==> src/rtl/uart_pkg.sv <==
// uart_pkg: shared FSM state type and default frame parameters for the FIFO-fed UART transmitter.
package uart_pkg;
  localparam int DEFAULT_DATA_WIDTH   = 8;
  localparam int DEFAULT_CLKS_PER_BIT = 16;

  typedef enum logic [2:0] {
    IDLE,
    FETCH,
    LOAD,
    START,
    DATA,
    STOP
  } state_t;
endpackage

==> src/rtl/baud_tick.sv <==
// baud_tick: one-cycle tick every CLKS_PER_BIT cycles; clear holds the count at zero.
module baud_tick #(
  parameter int CLKS_PER_BIT = 16
) (
  input  logic i_clock,
  input  logic i_reset,
  input  logic i_clear,
  output logic o_tick
);
  localparam int CW = $clog2(CLKS_PER_BIT);
  localparam logic [CW-1:0] LAST = CW'(CLKS_PER_BIT - 1);

  logic [CW-1:0] r_cnt;

  // Wrapping on tick restarts the period at zero for the next state.
  always_ff @(posedge i_clock) begin
    if (i_reset || i_clear || o_tick) r_cnt <= '0;
    else r_cnt <= r_cnt + CW'(1);
  end

  assign o_tick = !i_clear && (r_cnt == LAST);
endmodule

==> src/rtl/fifo_uart_tx.sv <==
// fifo_uart_tx: pops words from an upstream FIFO and sends them as 8N1-style UART frames.
module fifo_uart_tx
  import uart_pkg::*;
#(
  parameter int DATA_WIDTH   = DEFAULT_DATA_WIDTH,
  parameter int CLKS_PER_BIT = DEFAULT_CLKS_PER_BIT
) (
  input  logic                  clock,
  input  logic                  reset,
  input  logic                  fifo_empty,
  input  logic [DATA_WIDTH-1:0] data_out,
  output logic                  read_en,
  input  logic                  enable,
  output logic                  tx,
  output logic                  busy,
  output logic [15:0]           frame_count
);
  localparam int IW = (DATA_WIDTH > 1) ? $clog2(DATA_WIDTH) : 1;
  localparam logic [IW-1:0] LAST_BIT = IW'(DATA_WIDTH - 1);

  state_t                r_state;
  logic                  r_tx;
  logic                  r_read_en;
  logic                  r_busy;
  logic [15:0]           r_frame_count;
  logic [DATA_WIDTH-1:0] r_shift;
  logic [IW-1:0]         r_idx;
  logic                  w_clear;
  logic                  w_tick;

  assign w_clear = (r_state == IDLE) || (r_state == FETCH) || (r_state == LOAD);

  baud_tick #(
    .CLKS_PER_BIT(CLKS_PER_BIT)
  ) u_baud_tick (
    .i_clock(clock),
    .i_reset(reset),
    .i_clear(w_clear),
    .o_tick (w_tick)
  );

  always_ff @(posedge clock) begin
    if (reset) begin
      r_state       <= IDLE;
      r_tx          <= 1'b1;
      r_read_en     <= 1'b0;
      r_busy        <= 1'b0;
      r_frame_count <= '0;
      r_shift       <= '0;
      r_idx         <= '0;
    end else begin
      r_read_en <= 1'b0;
      case (r_state)
        IDLE: if (enable && !fifo_empty) begin
          r_state   <= FETCH;
          r_read_en <= 1'b1;
          r_busy    <= 1'b1;
        end
        FETCH: r_state <= LOAD;
        LOAD: begin
          r_shift <= data_out;
          r_idx   <= '0;
          r_tx    <= 1'b0;
          r_state <= START;
        end
        START: if (w_tick) begin
          r_tx    <= r_shift[0];
          r_shift <= r_shift >> 1;
          r_state <= DATA;
        end
        // tx already holds bit r_idx; on its final tick move to the stop bit.
        DATA: if (w_tick) begin
          if (r_idx == LAST_BIT) begin
            r_tx    <= 1'b1;
            r_state <= STOP;
          end else begin
            r_tx    <= r_shift[0];
            r_shift <= r_shift >> 1;
            r_idx   <= r_idx + 1'b1;
          end
        end
        STOP: if (w_tick) begin
          r_state       <= IDLE;
          r_busy        <= 1'b0;
          r_frame_count <= r_frame_count + 16'd1;
        end
        default: begin
          r_state <= IDLE;
          r_tx    <= 1'b1;
          r_busy  <= 1'b0;
        end
      endcase
    end
  end

  assign tx          = r_tx;
  assign read_en     = r_read_en;
  assign busy        = r_busy;
  assign frame_count = r_frame_count;
endmodule

==> config.mk <==
export PLATFORM = sky130hd
export DESIGN_NAME = fifo_uart_tx
export DESIGN_NICKNAME = d
export VERILOG_FILES = /design/src/rtl/uart_pkg.sv /design/src/rtl/baud_tick.sv /design/src/rtl/fifo_uart_tx.sv
export SDC_FILE = /design/constraint.sdc
export NUM_CORES = 1
export LEC_CHECK = 0
export ABC_CLOCK_PERIOD_IN_PS = 3200
export CAP_MARGIN = 20
export CORE_UTILIZATION = 54
export CTS_BUF_LIST = sky130_fd_sc_hd__clkbuf_4 sky130_fd_sc_hd__clkbuf_8
export DETAILED_ROUTE_END_ITERATION = 8
export PLACE_DENSITY = 0.86
export SYNTH_ARGS = -nofsm -noshare
export SYNTH_HDL_FRONTEND = slang
export SYNTH_HIERARCHICAL = 1
export SYNTH_SLANG_ARGS = --single-unit
==> constraint.sdc <==
create_clock -name clock -period 3.2 [get_ports clock]
set_clock_uncertainty 0.15 [all_clocks]
set_input_delay 0.64 -clock clock [delete_from_list [all_inputs] [get_ports clock]]
set_output_delay 0.64 -clock clock [all_outputs]
set_load 0.005 [all_outputs]
==> results.sh <==
export IMPL_top_usage_layer="met2"
export IMPL_drt_iter0_markers=53
export IMPL_holdBufCountCts=0
export IMPL_antenna_left=0
export IMPL_syn_num_nets=222
export IMPL_drt_total_wl_um=3590
export IMPL_port_buffers=30
export IMPL_min_period_over_period_pct=81.9
export IMPL_cts_root_buf="clkbuf_4"
export IMPL_n_antenna_cell=0
export IMPL_routabilityCongestion=0.834
export IMPL_grt_use_met2_pct=35.2
export IMPL_yosysTopAreaCellShare_pct=40.9
export IMPL_synth_cell_types=47
export IMPL_track_usage_pct=22.6
export IMPL_setup_tns_final_ns=0
export IMPL_report_final_slew_viol_count=0
export IMPL_cp_max_fo=17
export IMPL_via_count=1548
export IMPL_design_core_area_um2=3130
export IMPL_post_synth_top_area_cell="dfxtp_1"
export IMPL_grt_pass1_vias=1384
export IMPL_cts_sinks=37
export IMPL_cts_buffers=5
export IMPL_cts_resized=0
export IMPL_htreeDepth=2
export IMPL_synth_area_um2=1810
export IMPL_power_density_nw_per_um2=375
export IMPL_drive_above_1_share_pct=8.47
export IMPL_ys_ff_latch=37
export IMPL_drv_cap=0
export IMPL_drc_errors=0
export IMPL_yosys_top_cells_count="dfxtp_1, nor2_1, a21oi_1"
export IMPL_area_growth_pct=21.5
export IMPL_antenna_found_initial=0
export IMPL_ys_flop_type="dfxtp_1"
export IMPL_synth_top_cells_by_area="dfxtp_1, nor2_1, mux2i_1"
export IMPL_slew_headroom_pct=57.2
export IMPL_endpoint_kind="flip-flop"
export IMPL_tightest_slew_ns=0.640
export IMPL_crit_required_ns=3.31
export IMPL_synth_edf_count=0
export IMPL_seq_area_frac_synth_pct=40.9
export IMPL_ir_worst_vdd_uv=267
export IMPL_worstPathArrival_ns=2.73
export IMPL_holdCritPathClass="reg -> reg"
export IMPL_crit_type="reg -> reg"
export IMPL_viasPerCell=5.53
export IMPL_clockBufferDepth=2
export IMPL_die_y_um=59.9
export IMPL_setup_viol=0
export IMPL_avgSynthCellArea_um2=8.79
export IMPL_cts_setup_buffers=0
export IMPL_grt_max_degree=20
export IMPL_nFillCells=253
export IMPL_clkLatencyLatePin_ns=0.35
export IMPL_post_drt_wl_per_cell_um=12.8
export IMPL_hold_viol_final=0
export IMPL_max_freq_ghz=0.381
export IMPL_rsz0062_at_grt="no"
export IMPL_yosysMostFrequentCell="dfxtp_1"
export IMPL_die_area_um2=3590
export IMPL_use_met3_pct=7.79
export IMPL_nets=252
export IMPL_overflow=0
export IMPL_drt_pass1_iterations=4
export IMPL_fin_crit_ns=2.62
export IMPL_initial_core_util_pct=57.9
export IMPL_die_x_um=59.9
export IMPL_synthArstFlopShare_pct=0
export IMPL_yosysWarnings=6
export IMPL_power_leakage_nw=0.843
export IMPL_status="finished, final reports clean"
export IMPL_use_met1_pct=29.1
export IMPL_rows=20
export IMPL_dp_hpwl_um=2550
export IMPL_hold_slack_ns=0.303
export IMPL_startpoint_type="flip-flop"
export IMPL_grt_pass1_wl_um=6020
export IMPL_syn_inst=206
export IMPL_cts_tree="yes"
export IMPL_cts_clk_slew_worst_paths_ns=0.10
export IMPL_total_power_mw=0.825
export IMPL_io_pin_count=31
==> power breakdown <==
group / leakage [nW] / switching (mW) / total (mW) / internal, mW
Combinational: 0.509 / 0.0392 / 0.0818 / 0.0426
Sequential: 0.300 / 0.0110 / 0.485 / 0.474
Clock: 0.0348 / 0.147 / 0.259 / 0.112
==> cells by family after synthesis <==
group	after synthesis	synth area share, %
AND/OR/NAND/NOR	85	25.4
buffers and inverters	18	4.70
flip-flops	37	40.9
multiplexers	9	5.05
AO/OA/AOI/OAI	42	15.9
XOR/XNOR	11	5.32
adder cells (fa/ha/maj)	4	2.76
==> worst max-delay path, stage by stage (launching register included) <==
cell,delay [ns]
dfxtp_1,0.63
a21oi_1,0.22
nor2_1,0.27
buf_4,0.22
nand3b_1,0.18
o2bb2ai_2,0.54
nor2_1,0.08
a211oi_1,0.23
==> cell usage in the layout, fill, tap and decap left out, types with 5 or more instances in the layout <==
cell type,synthesis,final
buf_4,2,5
nand2b_1,8,8
clkdlybuf4s50_1,0,30
clkbuf_4,0,6
nand2_1,10,10
nand3_1,7,7
mux2i_1,8,8
nor2_1,31,31
inv_1,6,6
xnor2_1,7,7
a21oi_1,14,14
a211oi_1,7,7
dfxtp_1,37,37
==> through the flow <==
| step | area (µm²) | instances | utilization [%] | worst slack [ns] |
|---|---|---|---|---|
| final | 2200 | 280 | 70.3 | 0.578 |
| after global routing | 2200 | 280 | 70.3 | 0.301 |
| after detailed placement | 2140 | 273 | 68.4 | 0.676 |
| after floorplan | 1810 | 206 | - | 0.785 |
| after global placement | 2140 | 273 | 68.4 | 0.780 |
| after CTS | 2200 | 280 | 70.3 | 0.635 |
==> flip-flops by register name, summed over array words and instances, names as in the netlist <==
signal	count
r_idx	3
tx	1
read_en	1
r_state	3
frame_count	16
r_shift	8
u_baud_tick/r_cnt	4
busy	1
==> layer usage <==
metal / up-vias / routed length (µm)
met5: - / 0
met4: 0 / 32
met3: 4 / 173
met2: 33 / 1640
met1: 723 / 1740
li1: 788 / -
==> layout make-up <==
type	instances	area [µm²]	area share [%]
multi-input cells	151	985	44.8
inverters	6	22.5	1.02
repair buffers	35	338	15.4
flip-flops and latches	37	741	33.7
clock buffers	7	58.8	2.67
well taps	44	55.1	2.50
==> final timing paths <==
kind                              from  slack [ns]              endpoint  cells past startpoint
setup / recovery            r_state[1]        0.58            r_shift[6]                      7
hold / removal    u_baud_tick/r_cnt[0]        0.30  u_baud_tick/r_cnt[0]                      1
setup reg to reg            r_state[1]        0.58            r_shift[6]                      7
hold reg to reg   u_baud_tick/r_cnt[0]        0.30  u_baud_tick/r_cnt[0]                      1
(Power assumes the default switching activity.)
